--- src/rtl/soc_interrupt_arbiter.sv ---
// Interrupt arbiter for the SoC: latches rising edges, masks by enable, grants lowest
// index and sequences one interrupt at a time through request/ack/EOI.
module soc_interrupt_arbiter #(
  parameter int unsigned SOURCES      = 7,
  parameter int unsigned VECTOR_WIDTH = (SOURCES > 1) ? $clog2(SOURCES) : 1
) (
  input  logic                    clk_i,
  input  logic                    rst_n_i,
  input  logic [SOURCES-1:0]      interrupt_i,
  output logic                    interrupt_o,
  output logic [VECTOR_WIDTH-1:0] interrupt_vector_o,
  input  logic                    interrupt_ack_i,
  input  logic                    end_of_interrupt_i,
  input  logic                    write_i,
  input  logic                    read_i,
  input  logic [1:0]              address_i,
  input  logic [SOURCES-1:0]      write_data_i,
  output logic [SOURCES-1:0]      read_data_o
);

  localparam int unsigned STATUS_W     = VECTOR_WIDTH + 1;
  localparam int unsigned STATUS_WIDE  = SOURCES + STATUS_W;
  localparam logic [1:0]  ADDR_ENABLE  = 2'd0;
  localparam logic [1:0]  ADDR_PENDING = 2'd1;
  localparam logic [1:0]  ADDR_STATUS  = 2'd2;

  typedef enum logic [1:0] {
    IDLE    = 2'd0,
    REQUEST = 2'd1,
    SERVICE = 2'd2
  } state_e;

  state_e                  state_q, state_d;
  logic [SOURCES-1:0]      prev_q;
  logic [SOURCES-1:0]      pending_q, pending_d;
  logic [SOURCES-1:0]      enable_q, enable_d;
  logic [SOURCES-1:0]      read_data_q, read_data_d;
  logic [VECTOR_WIDTH-1:0] vector_q, vector_d;
  logic                    irq_q, irq_d;

  logic [SOURCES-1:0]      rise;
  logic [SOURCES-1:0]      eligible;
  logic [SOURCES-1:0]      vector_mask;
  logic [SOURCES-1:0]      ack_clear;
  logic [SOURCES-1:0]      w1c_clear;
  logic [VECTOR_WIDTH-1:0] winner;
  logic [STATUS_WIDE-1:0]  status_wide;
  logic                    ack_taken;
  logic                    vec_enabled;
  logic                    vec_pending;

  assign rise        = interrupt_i & ~prev_q;
  assign eligible    = pending_q & enable_q;
  assign vector_mask = SOURCES'(1) << vector_q;
  assign vec_enabled = |(enable_q & vector_mask);
  assign vec_pending = |(pending_q & vector_mask);
  assign ack_taken   = (state_q == REQUEST) && interrupt_ack_i;

  // Lowest-index eligible source wins.
  always_comb begin
    winner = '0;
    for (int i = int'(SOURCES) - 1; i >= 0; i--) begin
      if (eligible[i]) begin
        winner = VECTOR_WIDTH'(i);
      end
    end
  end

  always_comb begin
    state_d  = state_q;
    vector_d = vector_q;
    case (state_q)
      IDLE: begin
        if (|eligible) begin
          state_d  = REQUEST;
          vector_d = winner;
        end
      end
      REQUEST: begin
        // Ack beats withdraw; a masked or W1C'd source drops the request.
        if (interrupt_ack_i) begin
          state_d = SERVICE;
        end else if (!vec_enabled || !vec_pending) begin
          state_d = IDLE;
        end
      end
      SERVICE: begin
        if (end_of_interrupt_i) begin
          state_d = IDLE;
        end
      end
      default: state_d = IDLE;
    endcase
    irq_d = (state_d == REQUEST);
  end

  // Pending/enable update and register read port; a new edge beats any clear.
  always_comb begin
    ack_clear   = ack_taken ? vector_mask : '0;
    w1c_clear   = (write_i && (address_i == ADDR_PENDING)) ? write_data_i : '0;
    pending_d   = (pending_q & ~(ack_clear | w1c_clear)) | rise;
    enable_d    = (write_i && (address_i == ADDR_ENABLE)) ? write_data_i : enable_q;

    status_wide                 = '0;
    status_wide[STATUS_W-1:1]   = vector_q;
    status_wide[0]              = (state_q == SERVICE);

    read_data_d = read_data_q;
    if (read_i) begin
      case (address_i)
        ADDR_ENABLE:  read_data_d = enable_q;
        ADDR_PENDING: read_data_d = pending_q;
        ADDR_STATUS:  read_data_d = SOURCES'(status_wide);
        default:      read_data_d = '0;
      endcase
    end
  end

  always_ff @(posedge clk_i or negedge rst_n_i) begin
    if (!rst_n_i) begin
      state_q     <= IDLE;
      prev_q      <= '0;
      pending_q   <= '0;
      enable_q    <= '0;
      read_data_q <= '0;
      vector_q    <= '0;
      irq_q       <= 1'b0;
    end else begin
      state_q     <= state_d;
      prev_q      <= interrupt_i;
      pending_q   <= pending_d;
      enable_q    <= enable_d;
      read_data_q <= read_data_d;
      vector_q    <= vector_d;
      irq_q       <= irq_d;
    end
  end

  assign interrupt_o        = irq_q;
  assign interrupt_vector_o = vector_q;
  assign read_data_o        = read_data_q;

endmodule

--- config.mk ---
export PLATFORM = sky130hd
export DESIGN_NAME = soc_interrupt_arbiter
export DESIGN_NICKNAME = d
export VERILOG_FILES = /design/src/rtl/soc_interrupt_arbiter.sv
export SDC_FILE = /design/constraint.sdc
export NUM_CORES = 1
export LEC_CHECK = 0
export CAP_MARGIN = 30
export CORE_ASPECT_RATIO = 1.75
export CORE_UTILIZATION = 47
export CTS_BUF_LIST = sky130_fd_sc_hd__clkbuf_8
export DETAILED_ROUTE_END_ITERATION = 16
export HOLD_SLACK_MARGIN = 0.06
export PLACE_DENSITY_LB_ADDON = 0.08
export SLEW_MARGIN = 15
export SYNTH_ARGS = -nofsm -noshare
export SYNTH_HDL_FRONTEND = slang
export SYNTH_SLANG_ARGS = --single-unit
--- constraint.sdc ---
create_clock -name clk_i -period 1.7 [get_ports clk_i]
set_input_delay 0.34 -clock clk_i [delete_from_list [all_inputs] [get_ports clk_i]]
set_output_delay 0.34 -clock clk_i [all_outputs]
set_load 0.02 [all_outputs]
==> results of run 1 <==
-- power by group --
part | switching (mW) | internal, mW | total, mW
clock network | 0.289 | 0.625 | 0.914
logic | 0.588 | 0.578 | 1.17
registers | 0.196 | 0.991 | 1.19
-- area by class of cell --
| cell class | count | share of cell area |
|---|---|---|
| clock buffer | 6 | 0.0373 |
| clock inverter | 2 | 0.0271 |
| inverter | 12 | 0.0203 |
| multi-input combinational | 103 | 0.321 |
| sequential | 34 | 0.384 |
| tap | 45 | 0.0254 |
| timing repair buffer | 44 | 0.185 |
-- worst paths after layout --
| path | startpoint | endpoint | slack (ns) |
|---|---|---|---|
| min reg2reg | prev_q[4] | pending_q[4] | 0.42 |
| max in group asynchronous | rst_n_i | pending_q[0] | 0.93 |
| min | prev_q[4] | pending_q[4] | 0.42 |
| max reg2reg | enable_q[4] | interrupt_vector_o[1] | 0.11 |
| min in group asynchronous | rst_n_i | read_data_o[4] | 0.46 |
| max | interrupt_vector_o[2] | interrupt_vector_o[2] | 0.05 |
-- layout by cell type, fill, tap and decap left out, types with 2 or more instances in the layout --
master / synthesis / final
dfrtp_1: 34 / 34
clkdlybuf4s50_1: 0 / 32
nand2_1: 16 / 16
o21ai_0: 15 / 15
inv_1: 12 / 12
buf_4: 2 / 12
mux2i_1: 10 / 10
a21oi_1: 9 / 9
nor2_1: 8 / 8
nand2b_1: 6 / 6
mux2_2: 6 / 6
clkbuf_8: 1 / 6
o211ai_1: 5 / 5
o22ai_1: 3 / 3
nand3b_1: 2 / 2
o32ai_1: 2 / 2
a22oi_1: 2 / 2
bufinv_16: 0 / 2
-- layer usage --
metal | vias up | wire length, µm | GRT usage | share of wire
met5 | - | 0 | 0 | 0
met4 | 0 | 129 | 0.143 | 0.031
met3 | 15 | 183 | 0.0472 | 0.045
li1 | 647 | - | - | -
met1 | 670 | 1490 | 0.272 | 0.36
met2 | 57 | 2290 | 0.422 | 0.56
-- cell families (layout without fill, tap and decap cells) --
family,Yosys count,after routing,share of synthesized area
AO/OA/AOI/OAI,46,46,0.187
buffers and inverters,19,64,0.0560
flip-flops,34,34,0.514
multiplexers,17,17,0.115
AND/OR/NAND/NOR,40,40,0.128
-- Yosys cell counts, types with 2 or more instances --
library cell / instances
inv_1: 12
nor2_1: 8
nand2_1: 16
o211ai_1: 5
mux2_2: 6
dfrtp_1: 34
buf_4: 2
buf_2: 3
o22ai_1: 3
o32ai_1: 2
a21oi_1: 9
a22oi_1: 2
nand3b_1: 2
mux2i_1: 10
o21ai_0: 15
nand2b_1: 6
-- state kept, by name, indices dropped and copies added, names as in the netlist --
signal / flops
enable_q: 7
interrupt_vector_o: 3
interrupt_o: 1
state_q: 2
pending_q: 7
read_data_o: 7
prev_q: 7
-- stage by stage --
stage	std cells	util	setup WS, ns	setup TNS, ns
after floorplan	156	-	0.326	0
after global placement	238	0.616	-0.0971	-0.586
after detailed placement	238	0.616	-0.118	-0.813
after CTS	246	0.659	0.0321	0
after global routing	246	0.659	0.0198	0
final	246	0.659	0.0466	0
==> flow_summary.toml, run 1 <==
[route]
drt_iter0_markers = 53
drtPass1Iterations = 4
drc = 0
via_per_inst = 5.65
wl_um = 4100
antenna_left = 0
wire_per_inst_um = 16.7
vias = 1389

[synth]
syn-instance-count = 156
ys.flop_type = "dfrtp_1"
synth_nets = 178
synth_seq_cells = 34
synth.area.top_cells = "dfrtp_1, mux2i_1, o21ai_0, mux2_2, nand2_1"
yosysTopAreaCellShare = 0.514
synth_top_area_cell = "dfrtp_1"
syn_area_mm2 = 0.00165
ys_warn_count = 0
syn_area_per_cell_um2 = 10.6
ys_seq_area_frac = 0.514
synth-edff-count = 0
async_reset_ff_frac = 1.00
ys_types = 37

[clock_tree]
htreeDepth = 2
clockBufferDepth = 2
cts_tree = "built"
cts_setup_buffers = 0
clk_pin_slew_ns = 0.08
clock_latency_ns = 0.29
cts_root_buf = "clkbuf_8"
cts_inserted_buffers = 5
cts_resized = 0
cts_sinks = 34
cts_hold_buf = 0

[cells_and_area]
layout-area-overhead-vs-synth_pct = 34.0
multi_input_area_um2 = 711
final_nets = 222
drive_gt1_frac = 0.159
antennaDiodeCount = 0
fill_cells = 303
final_area_mm2 = 0.00222
seqCellArea_um2 = 851

[global_routing]
grt_max_degree = 35
grt_overflow_total = 0
grtUsageTotal = 0.249
grt_pass1_wl_um = 6550
grt_antenna_before_repair = 0
grt_pass1_vias = 1431

[critical_path]
end_kind = "primary output"
required_ns = 1.36
worstSetupPathType = "flop to primary output"
slowest_delay_ns = 0.63
worst-path-buf-inv = 1
cp.depth = 1
slowest_stage = "clkdlybuf4s50_1"
arrival_ns = 1.31
crit_family = "buffers and inverters"
reg2regPathDepth = 3
crit_chain = "clkdlybuf4s50_1"
worstPathMaxFanout = 3
start_kind = "flop"

[pwr]
finalPower_mw = 3.27
peakVddDrop_v = 0.00123
p_leak_nw = 0.938
power.density_mw_per_mm2 = 1470

[timing]
final-max-slew-violation-count = 0
layout_min_cycle_time_ns = 1.65
setup_viol = 0
max_slew_margin = 0.640
clock_skew_ns = 0.0129
worstMarginPinSlew_ns = 0.540
fin_hold_ws_ns = 0.423
hold_violations = 0
fmax_mhz = 605
period_share = 0.973
rsz0062_at_grt = "no"

[job]
cap_violations = 0

[place]
port_buffers = 32
place_area_mm2 = 0.00207
gp_congestion = 0.900
hpwl_um = 3110

[floorplan]
dieArea_mm2 = 0.00377
core_mm2 = 0.00336
num_rows = 28
fp.dieW_um = 46.8
fp.dieH_um = 80.5
initial_core_util = 0.492
io_pins = 33

[min_path]
hold_path_depth = 1
hold_class = "flop to flop"

[outcome]
status = "complete, no violations"
(Power assumes the default switching activity.)
==> inputs of run 2 (changes only) <==
--- a/config.mk
+++ b/config.mk
@@ -5,6 +5,7 @@
 export SDC_FILE = /design/constraint.sdc
 export NUM_CORES = 1
 export LEC_CHECK = 0
+export ABC_AREA = 0
 export CAP_MARGIN = 30
 export CORE_ASPECT_RATIO = 1.75
 export CORE_UTILIZATION = 47
==> results of run 2 <==
No change in the layout: final DEF, timing and power equal those of run 1.
==> inputs of run 3 (changes only) <==
--- a/config.mk
+++ b/config.mk
@@ -8,11 +8,14 @@
 export ABC_AREA = 0
 export CAP_MARGIN = 30
 export CORE_ASPECT_RATIO = 1.75
+export CORE_MARGIN = 2
 export CORE_UTILIZATION = 47
 export CTS_BUF_LIST = sky130_fd_sc_hd__clkbuf_8
 export DETAILED_ROUTE_END_ITERATION = 16
+export GPL_ROUTABILITY_DRIVEN = 0
 export HOLD_SLACK_MARGIN = 0.06
 export PLACE_DENSITY_LB_ADDON = 0.08
+export SKIP_CTS_REPAIR_TIMING = 1
 export SLEW_MARGIN = 15
 export SYNTH_ARGS = -nofsm -noshare
 export SYNTH_HDL_FRONTEND = slang
==> flow_summary.toml, run 3 (synthesis gave the netlist of run 1 again) <==
[cells_and_area]
final_nets = 221
final_area_mm2 = 0.00214
layout_common_cells = "dfrtp_1, clkdlybuf4s50_1, nand2_1"
drive_gt1_frac = 0.141
antennaDiodeCount = 0
utilization = 0.637
layout-area-overhead-vs-synth_pct = 29.5
final_common_cell = "dfrtp_1"

[critical_path]
worstSetupPathType = "flop to primary output"
worstPathMaxFanout = 3
crit_chain = "clkdlybuf4s50_1"
required_ns = 1.36
end_kind = "primary output"
arrival_ns = 1.32
slowest_stage = "clkdlybuf4s50_1"
slowest_delay_ns = 0.63
worst-path-buf-inv = 1
start_kind = "flop"
crit_family = "buffers and inverters"

[global_routing]
grtUsageTotal = 0.221
grt_pass1_vias = 1428
grt_pass1_wl_um = 6470
grt_antenna_before_repair = 0
grt_overflow_total = 0
grt_max_degree = 35

[place]
hpwl_um = 2930
place_area_mm2 = 0.00207
port_buffers = 32

[timing]
worstMarginPinSlew_ns = 0.579
layout_min_cycle_time_ns = 1.66
clock_skew_ns = 0.00825
fmax_mhz = 604
max_slew_margin = 0.614
rsz0062_at_grt = "no"
hold_violations = 0
final-max-slew-violation-count = 0
setup_viol = 0
period_share = 0.974
fin_hold_ws_ns = 0.420

[route]
drt_iter0_markers = 46
wl_um = 3800
drtPass1Iterations = 4
wire_per_inst_um = 15.6
drc = 0
vias = 1369
antenna_left = 0
via_per_inst = 5.61

[clock_tree]
clk_pin_slew_ns = 0.07
cts_root_buf = "clkbuf_8"
clock_latency_ns = 0.28
clockBufferDepth = 2
cts_inserted_buffers = 5
cts_sinks = 34
htreeDepth = 2
cts_tree = "built"

[floorplan]
core_mm2 = 0.00336
fp.dieH_um = 82.5
io_pins = 33
dieArea_mm2 = 0.00403
fp.dieW_um = 48.8
initial_core_util = 0.492
num_rows = 28

[pwr]
finalPower_mw = 2.86
power.density_mw_per_mm2 = 1330
p_leak_nw = 0.909
peakVddDrop_v = 0.00101

[outcome]
status = "complete, no violations"

[job]
cap_violations = 0

[min_path]
hold_class = "flop to flop"
run 3: cell count changes in the layout (fill, tap and decap cells not counted), sizes merged:
cell,delta
buf,-1
clkbuf,-1
inv,+2
bufinv,-2
run 3: power breakdown:
group	leakage [nW]	switching (mW)	total [mW]	internal (mW)
clock network	0.0466	0.253	0.522	0.269
logic	0.467	0.581	1.15	0.573
registers	0.395	0.192	1.18	0.992
total	0.909	1.03	2.86	1.83
run 3: layer usage:
metal,vias to the layer above,GRT usage,share of wire
li1,644,-,-
met1,661,0.221,0.36
met2,50,0.404,0.55
met3,14,0.0468,0.049
met4,0,0.160,0.043
met5,-,0,0
run 3: path summary, 6_finish.rpt:
check	from	end	slack, ns	cells after the start
setup / recovery	interrupt_vector_o[2]	interrupt_vector_o[2]	0.04	1
hold / removal	prev_q[5]	pending_q[5]	0.42	1
setup reg to reg	enable_q[4]	interrupt_o	0.07	3
hold reg to reg	prev_q[5]	pending_q[5]	0.42	1
max in group asynchronous	rst_n_i	pending_q[0]	0.92	2
min in group asynchronous	rst_n_i	read_data_o[0]	0.47	2
run 3: metrics by stage:
stage | cells | setup slack (ns) | setup TNS (ns)
global placement | 237 | -0.0372 | -0.220
finish | 244 | 0.0447 | 0
CTS | 244 | 0.0329 | 0
floorplan | 156 | 0.326 | 0
global route | 244 | 0.00554 | 0
detailed placement | 237 | -0.0854 | -0.446
run 3: final cells by class:
cell class / count / area, µm²
fill: 315 / 1220
sequential: 34 / 851
multi-input combinational: 103 / 711
timing repair buffer: 43 / 403
clock buffer: 5 / 68.8
tap: 45 / 56.3
inverter: 12 / 45.0
clock inverter: 2 / 7.51
run 3: worst register-to-register path, cell delays in order, from the launching register on:
cell and delay [ns]:
dfrtp_1 0.44, a222oi_1 0.57, a311o_2 0.35, o21ai_0 0.13
